**src/rtl/load_store_unit.sv**
```systemverilog
// Multi-cycle load/store unit: one request in flight, variable-latency word memory port.
// Optional feature macro: LSU_TIMEOUT_EN (bounds the WAIT state by TIMEOUT_CYCLES).
module load_store_unit #(
    parameter int XLEN           = 32,
    parameter int ADDR_W         = 32,
    parameter int TIMEOUT_CYCLES = 255
) (
    input  logic              clk,
    input  logic              rst,
    input  logic              req_valid,
    output logic              req_ready,
    input  logic              req_is_store,
    input  logic [2:0]        req_funct3,
    input  logic [ADDR_W-1:0] req_addr,
    input  logic [XLEN-1:0]   req_wdata,
    input  logic [4:0]        req_rd,
    output logic              mem_req_valid,
    input  logic              mem_req_ready,
    output logic              mem_we,
    output logic [ADDR_W-1:0] mem_addr,
    output logic [XLEN-1:0]   mem_wdata,
    output logic [XLEN/8-1:0] mem_wstrb,
    input  logic              mem_rsp_valid,
    input  logic [XLEN-1:0]   mem_rdata,
    output logic              rsp_valid,
    output logic [4:0]        rsp_rd,
    output logic [XLEN-1:0]   rsp_data,
    output logic              rsp_misaligned,
    output logic              rsp_timeout
);

    localparam int STRB_W = XLEN / 8;
    localparam int OFF_W  = $clog2(STRB_W);
    localparam logic [XLEN-1:0]   XLEN_ONE  = 1;
    localparam logic [STRB_W-1:0] STRB_ONE  = 1;
    localparam logic [ADDR_W-1:0] ADDR_MASK = ADDR_W'(STRB_W - 1);

    typedef enum logic [1:0] {IDLE, ISSUE, WAIT, DONE} state_t;

    state_t            state, next_state;
    logic              is_store_q;
    logic [2:0]        funct3_q;
    logic [ADDR_W-1:0] addr_q;
    logic [XLEN-1:0]   wdata_q;
    logic [4:0]        rd_q;
    logic              fault_q;
    logic              timeout_q;
    logic [XLEN-1:0]   data_q;

    logic              accept;
    logic              req_fault;
    logic              wait_expired;
    logic [OFF_W-1:0]  off;
    int unsigned       nbytes;
    int unsigned       nbits;
    logic [XLEN-1:0]   shifted;
    logic [XLEN-1:0]   lane_mask;
    logic [XLEN-1:0]   load_ext;
    logic [XLEN-1:0]   wdata_rep;
    logic [STRB_W-1:0] strb;
    logic              sign_bit;

    assign accept = req_valid && req_ready;

    always_comb begin
        req_fault = 1'b0;
        case (req_funct3[1:0])
            2'b01:   req_fault = req_addr[0];
            2'b10:   req_fault = |req_addr[1:0];
            2'b11:   req_fault = (|req_addr[2:0]) || (XLEN == 32);
            default: req_fault = 1'b0;
        endcase
        if (req_funct3 == 3'b111 || (req_is_store && req_funct3[2]) ||
            (XLEN == 32 && req_funct3 == 3'b110))
            req_fault = 1'b1;
    end

    // Lane datapath works off the latched request; the sign bit is the top bit of the lane mask.
    always_comb begin
        off       = addr_q[OFF_W-1:0];
        nbytes    = 32'd1 << funct3_q[1:0];
        nbits     = 32'd8 << funct3_q[1:0];
        lane_mask = (XLEN_ONE << nbits) - XLEN_ONE;
        shifted   = mem_rdata >> {off, 3'b000};
        sign_bit  = |(shifted & (lane_mask ^ (lane_mask >> 1)));
        load_ext  = shifted & lane_mask;
        if (!funct3_q[2] && sign_bit)
            load_ext = load_ext | ~lane_mask;
        strb      = ((STRB_ONE << nbytes) - STRB_ONE) << off;
        wdata_rep = wdata_q & lane_mask;
        for (int unsigned s = 8; s < XLEN; s = s * 2) begin
            if (s >= nbits)
                wdata_rep = wdata_rep | (wdata_rep << s);
        end
    end

`ifdef LSU_TIMEOUT_EN
    localparam int CNT_RAW = $clog2(TIMEOUT_CYCLES + 1);
    localparam int CNT_W   = (CNT_RAW < 8) ? 8 : CNT_RAW;

    logic [CNT_W-1:0] wait_cnt;

    assign wait_expired = (state == WAIT) && !mem_rsp_valid &&
                          (wait_cnt == CNT_W'(TIMEOUT_CYCLES - 1));

    always_ff @(posedge clk) begin
        if (rst) begin
            wait_cnt  <= '0;
            timeout_q <= 1'b0;
        end else begin
            if (state != WAIT)
                wait_cnt <= '0;
            else
                wait_cnt <= wait_cnt + CNT_W'(1);
            if (accept)
                timeout_q <= 1'b0;
            else if (wait_expired)
                timeout_q <= 1'b1;
        end
    end
`else
    logic unused_timeout_cfg;
    assign unused_timeout_cfg = (TIMEOUT_CYCLES != 0);
    assign wait_expired       = 1'b0;
    assign timeout_q          = 1'b0;
`endif

    always_ff @(posedge clk) begin
        if (rst) begin
            is_store_q <= 1'b0;
            funct3_q   <= '0;
            addr_q     <= '0;
            wdata_q    <= '0;
            rd_q       <= '0;
            fault_q    <= 1'b0;
            data_q     <= '0;
        end else begin
            if (accept) begin
                is_store_q <= req_is_store;
                funct3_q   <= req_funct3;
                addr_q     <= req_addr;
                wdata_q    <= req_wdata;
                rd_q       <= req_rd;
                fault_q    <= req_fault;
                data_q     <= '0;
            end
            if (state == WAIT && mem_rsp_valid)
                data_q <= load_ext;
        end
    end

    always_ff @(posedge clk) begin
        if (rst)
            state <= IDLE;
        else
            state <= next_state;
    end

    always_comb begin
        next_state = state;
        case (state)
            IDLE:    if (accept) next_state = req_fault ? DONE : ISSUE;
            ISSUE:   if (mem_req_ready) next_state = is_store_q ? DONE : WAIT;
            WAIT:    if (mem_rsp_valid || wait_expired) next_state = DONE;
            DONE:    next_state = IDLE;
            default: next_state = IDLE;
        endcase
    end

    always_comb begin
        req_ready      = 1'b0;
        mem_req_valid  = 1'b0;
        mem_we         = 1'b0;
        mem_addr       = '0;
        mem_wdata      = '0;
        mem_wstrb      = '0;
        rsp_valid      = 1'b0;
        rsp_rd         = '0;
        rsp_data       = '0;
        rsp_misaligned = 1'b0;
        rsp_timeout    = 1'b0;
        if (!rst) begin
            case (state)
                IDLE:  req_ready = 1'b1;
                ISSUE: begin
                    mem_req_valid = 1'b1;
                    mem_we        = is_store_q;
                    mem_addr      = addr_q & ~ADDR_MASK;
                    if (is_store_q) begin
                        mem_wdata = wdata_rep;
                        mem_wstrb = strb;
                    end
                end
                DONE: begin
                    rsp_valid      = 1'b1;
                    rsp_rd         = rd_q;
                    rsp_data       = data_q;
                    rsp_misaligned = fault_q;
                    rsp_timeout    = timeout_q;
                end
                default: ;
            endcase
        end
    end

endmodule

```
**config.mk**
```make
export PLATFORM = sky130hd
export DESIGN_NAME = load_store_unit
export DESIGN_NICKNAME = d
export VERILOG_FILES = /design/src/rtl/load_store_unit.sv
export SDC_FILE = /design/constraint.sdc
export NUM_CORES = 1
export LEC_CHECK = 0
export CAP_MARGIN = 20
export CORE_AREA = 3 3 118 120
export DETAILED_ROUTE_END_ITERATION = 12
export DIE_AREA = 0 0 121 123
export GPL_TIMING_DRIVEN = 0
export PLACE_DENSITY = 0.86
export SYNTH_ARGS = -nofsm -noshare
export SYNTH_HDL_FRONTEND = slang
export SYNTH_SLANG_ARGS = --single-unit
```
**constraint.sdc**
```tcl
create_clock -name clk -period 3.2 [get_ports clk]
set_clock_uncertainty 0.15 [all_clocks]
set_input_delay 0.64 -clock clk [delete_from_list [all_inputs] [get_ports clk]]
set_output_delay 0.64 -clock clk [all_outputs]
set_load 0.005 [all_outputs]
```
* Word level (Yosys, flattened, before mapping)
Index checks and enable logic that the tools add are counted.
** Storage, ports and cells
- Register bits :: 108
- Logic and storage cells :: 84
** Cells by class
- $add $sub $neg :: 2
- Magnitude comparators :: 2
- Equality and inequality tests :: 11
- Shifts and indexed selects :: 6
- Mux-type cells :: 35
- Bitwise logic cells :: 8
- Reductions and logical operators :: 12
** Operator list (number)
- 2-to-1 mux 32 bit :: 12
- bitwise AND 32 bit :: 3
- bitwise OR 32 bit :: 3
- greater-or-equal comparator 4 x 32 -> 1 bit, first input constant :: 1
- greater-or-equal comparator 5 x 32 -> 1 bit, first input constant :: 1
- NOT 32 bit :: 1
- OR reduction 32 bit :: 1
- left shift 1 x 2 -> 32 bit, first input constant :: 1
- left shift 1 x 32 -> 32 bit, first input constant :: 1
- left shift 1 x 32 -> 4 bit, first input constant :: 1
- left shift 4 x 2 -> 32 bit, first input constant :: 1
- right shift 32 x 5 -> 32 bit :: 1
- subtractor 32 x 1 -> 32 bit, second input constant :: 1
- bitwise XOR 32 x 31 -> 32 bit :: 1
- 2-to-1 mux 1 bit :: 12
- 2-to-1 mux 4 bit :: 3
- 2-to-1 mux 5 bit :: 2
- == test 2 bit, second input constant :: 4
- 2-to-1 mux 2 bit :: 4
- one-hot mux 2 bit (4 select lines) :: 1
- == test 3 bit, second input constant :: 2
- inequality test 2 bit, second input constant :: 3
- == test 2 x 1 -> 1 bit, second input constant :: 2
- logical AND 1 bit :: 4
- 9 further kinds :: 10

* Logic depth before layout (Yosys ltp)
Gate-level depths: netlist (run 1).
- Word-level depth :: 11
- Depth in mapped cells :: 10
- Mapped depth without buffers :: 8

* Worst setup path after synthesis (run 1)
OpenSTA, ideal clock, no wires.
- Path kind :: flip-flop to output port
- Start :: reg funct3_q[1]
- End :: out mem_wstrb[3]
- Arrival :: 2.057 ns
- Path slack :: 0.353 ns
- Stages on the path, launching flop included :: 10
- Path buffers :: 3
- Path through :: dfxtp_1 -> buf_2 -> nor2_1 -> inv_1 -> clkbuf_1 -> ha_1 -> clkbuf_1 -> nor2_1 -> a211o_1 -> a21oi_1
** Between the ends
- Cells in the longest elaborated chain, start to end :: 7
** Ends and longest elaborated chain
- start: declaration :: RTL line 42 : logic [2:0] funct3_q;
- start signal: assignment :: RTL line 140 : funct3_q <= req_funct3;
- left shift 1 x 2 -> 32 bit :: RTL line 81 : nbytes = 32'd1 << funct3_q[1:0];
- left shift 1 x 32 -> 4 bit :: RTL line 89 : strb = ((STRB_ONE << nbytes) - STRB_ONE) << off;
- subtractor 4 x 1 -> 4 bit :: RTL line 89
- left shift 4 x 2 -> 4 bit :: RTL line 89
- 2-to-1 mux 4 bit :: RTL line 189 : if (is_store_q) begin
- 2-to-1 mux 4 bit :: RTL line 183 : case (state)
- 2-to-1 mux 4 bit :: RTL line 182 : if (!rst) begin
- end: declaration :: RTL line 22 : output logic [XLEN/8-1:0] mem_wstrb,
No other way between the ends.

* Final worst setup path (run 1)
- Start :: reg funct3_q[1]
- End :: out mem_wdata[25]
** Between the ends
- Cells in the longest elaborated chain, start to end :: 11
- Elaborated cells between the ends (all ways) :: 13
** Ends and longest elaborated chain
- left shift 4 x 2 -> 32 bit * :: RTL line 82 : nbits = 32'd8 << funct3_q[1:0];
- left shift 1 x 32 -> 32 bit :: RTL line 83 : lane_mask = (XLEN_ONE << nbits) - XLEN_ONE;
- subtractor 32 x 1 -> 32 bit :: RTL line 83
- bitwise AND 32 bit :: RTL line 90 : wdata_rep = wdata_q & lane_mask;
- bitwise OR 32 bit :: RTL line 93 : wdata_rep = wdata_rep | (wdata_rep << s);
- 2-to-1 mux 32 bit :: RTL line 92 : if (s >= nbits)
- bitwise OR 32 bit :: RTL line 93
- 2-to-1 mux 32 bit * :: RTL line 92
- 2-to-1 mux 32 bit * :: RTL line 189
- 2-to-1 mux 32 bit * :: RTL line 183
- 2-to-1 mux 32 bit * :: RTL line 182
- end: declaration :: RTL line 21 : output logic [XLEN-1:0] mem_wdata,
Every way passes the cells marked *; elsewhere a longest branch is shown, timed or not.

==> results of run 1 <==
flip-flops by register name, indices dropped and copies added, names as in the netlist:
register,flops
is_store_q,1
wdata_q,32
state,2
rd_q,5
funct3_q,3
addr_q,32
fault_q,1
data_q,32
logic make-up (layout without fill, tap and decap cells):
family          Yosys count  in the layout  synth area share, %
simple gates            361            361                 31.1
flops                   108            108                 38.3
xor+xnor                  2              2                0.310
fa+ha+maj                 7              7                 1.55
compound gates          164            164                 18.6
other cells               1              4               0.0664
mux                      25             25                 4.43
buf+inv                  76            312                 5.67
metal layers:
layer / vias to the layer above / global-route usage (%)
li1: 2972 / -
met1: 2770 / 31.4
met2: 279 / 43.5
met3: 41 / 7.59
met4: 0 / 10.5
met5: - / 0
metrics by stage:
stage	worst slack [ns]	instance area [sq um]	power (mW)	util [%]
after floorplan	0.353	5660	2.65	-
after global placement	-0.832	8050	3.15	61.5
after detailed placement	-0.805	8050	3.18	61.5
after CTS	0.00545	8500	4.48	65.0
after global routing	-0.0205	8580	4.79	65.6
final	0.0568	8580	4.55	65.6
power by group through the flow:
stage	sequential, mW	combinational [mW]	clock, mW
after floorplan	1.72	0.926	0
after global placement	1.78	1.37	0
after detailed placement	1.78	1.40	0
after CTS	1.76	1.48	1.24
after global routing	1.79	1.70	1.29
final	1.77	1.55	1.23
placed cells by master, fill, tap and decap left out, types with 8 or more instances in the layout:
cell	n
a21oi_1	23
a211oi_1	15
clkbuf_1	22
and3_1	9
nor2_1	77
buf_1	8
buf_2	10
and2_1	34
nand2_1	138
clkbuf_16	9
dfxtp_1	107
nand3b_1	37
clkdlybuf4s50_1	206
buf_4	10
nor2b_1	10
nand2b_1	36
a22oi_1	23
o21ai_0	63
o21bai_1	8
mux2i_1	25
inv_1	11
timing repair:
item,4_1_cts,5_1_grt
setup endpoints to repair,92,55
buffers inserted,1,4
pin swaps,2,3
resized for setup,49,22
area by class of cell:
cell class	instances	area, sq um	area share [%]
timing repair buffer	222	2220	25.9
multi-input combinational	562	3270	38.1
antenna	1	2.50	0.0292
clock inverter	7	97.6	1.14
sequential	108	2160	25.2
buffer	62	334	3.89
inverter	12	45.0	0.525
tap	176	220	2.57
clock buffer	9	225	2.62
worst paths after layout:
path / startpoint / slack (ns) / end / cells after the start
min: data_q[7]$_SDFFE_PP0P_ / 0.32 / data_q[7]$_SDFFE_PP0P_ / 2
min reg2reg: data_q[7]$_SDFFE_PP0P_ / 0.32 / data_q[7]$_SDFFE_PP0P_ / 2
max: funct3_q[1]$_SDFFE_PP0P_ / 0.06 / mem_wdata[25] / 10
max reg2reg: funct3_q[1]$_SDFFE_PP0P_ / 0.49 / data_q[18]$_SDFFE_PP0P_ / 10
tightest hold or removal path: stages, from the launching register on:
cell and delay [ns]:
dfxtp_1 0.31, nand3_1 0.06, a21oi_1 0.05
==> impl_metrics.toml, run 1 <==
[outcome]
outcome = "complete, no violations"

[sta]
grt_setup_unrepaired = "yes"
fmax_mhz = 318
slew_headroom_pct = 59.9
final_max_slew_viol_count = 0
fin_crit_ns = 3.14
setup_viol = 0
layout_worst_path_cycle_share_pct = 98.2
setup_tns_ns = 0
worstMarginPinSlew_ns = 0.598
whs_ns = 0.320
hold_viol_final = 0

[route]
via_per_inst = 5.23
route.met3.wl_mm = 1.82
drtIter0Drc = 464
wl_per_cell_microns = 16.9
drtAntennaViolNets = 0
firstDrtPassIters = 5
top_layer_used = "met4"
m1WireLength_mm = 7.91
route.met2.wl_mm = 9.39
vias = 6062
drc = 0
wl_mm = 19.6

[global_route]
grt_pass1_wl_mm = 30.5
antenna_found_initial = 1
grt_remaining_overflow = 0
grt_use_total_pct = 26.0
grt_max_degree = 19
grt_pass1_vias = 5964

[critical_path]
cp.required_ns = 2.41
crit_fanout = 11
end_kind = "primary output"
crit_path_start_kind = "flop"
crit_path_top_delay_cell = "dfxtp_2"
crit_buf_inv = 5
critPathArrivalTime_ns = 2.35
path_class = "reg -> out"
max_stage_delay_ns = 0.35
worst_path_dominant_cell_family = "buffers and inverters"
path_cells = "buf_6 > nor2_4 > inv_1 > clkbuf_8 > ha_4 > and2_4 > buf_4 > a221oi_2 > nor2_1 > dlygate4sd2_1"

[floorplan]
die_height_microns = 123
rows = 42
boundaryPins = 221
core_area_sq_um = 13100
initial_core_util_pct = 43.2
fp.dieW_microns = 121
dieArea_sq_um = 14900

[final_layout]
fillCellCount = 1097
nNetsFinal = 1094
area_growth_syn_to_layout_pct = 51.9
drive_gt1_share_pct = 8.04
final_cells = 1159

[pwr]
vdd_ir_drop_max_mv = 0.328
power.leakage_nw = 3.34
swShare_pct = 34.9
sequentialPowerShare_pct = 38.9
power.density_nw_per_um2 = 530
power.internal_mw = 2.96
clock_power_share_pct = 27.0
power_switching_mw = 1.59
p_comb_share_pct = 34.1

[synth]
yosysTopAreaCellShare_pct = 38.3
ys_ff_latch = 108
synth_area_sq_um = 5650
synth_flop_cell = "dfxtp_1"
ys_warn_count = 0
synthTopCellsByCount = "nand2_1 (141), dfxtp_1 (108), nor2_1 (81)"
synth_edf_count = 0
synth_top_area_cell = "dfxtp_1"
synth_cell_types = 51
synthesis.instances = 744
async_reset_ff_share_pct = 0
yosysSeqAreaShare_pct = 38.3
ys_top_cells_by_area = "dfxtp_1 (38%), nand2_1 (9.4%), o21ai_0 (5.7%), nor2_1 (5.4%), nand3b_1 (4.9%)"
syn-mean-instance-area_sq_um = 7.59
synth.most_common_cell = "nand2_1"

[cts]
cts_root_buffer = "clkbuf_16"
cts.clk_slew.worst_paths_ns = 0.07
htreeDepth = 3
hold_buffers = 0
cts_buffers = 9
cts_tree = "yes"
cts_sinks = 108
clockBufferDepth = 2
clk-insertion-delay-late_ns = 0.36

[placement]
portBuffers = 217
gp_congestion = 0.927
post-dp-hpwl_mm = 14.6
place_inst = 1139

[run]
cap_violations = 0

[hold_path]
holdCritPathClass = "reg -> reg"
Power figures use the tool's default switching activity.
==> run 2: changes to the inputs <==
Settings changed: SLEW_MARGIN from default to 20.
==> results of run 2 <==
The final DEF is identical to that of run 1; final timing and power are the same.
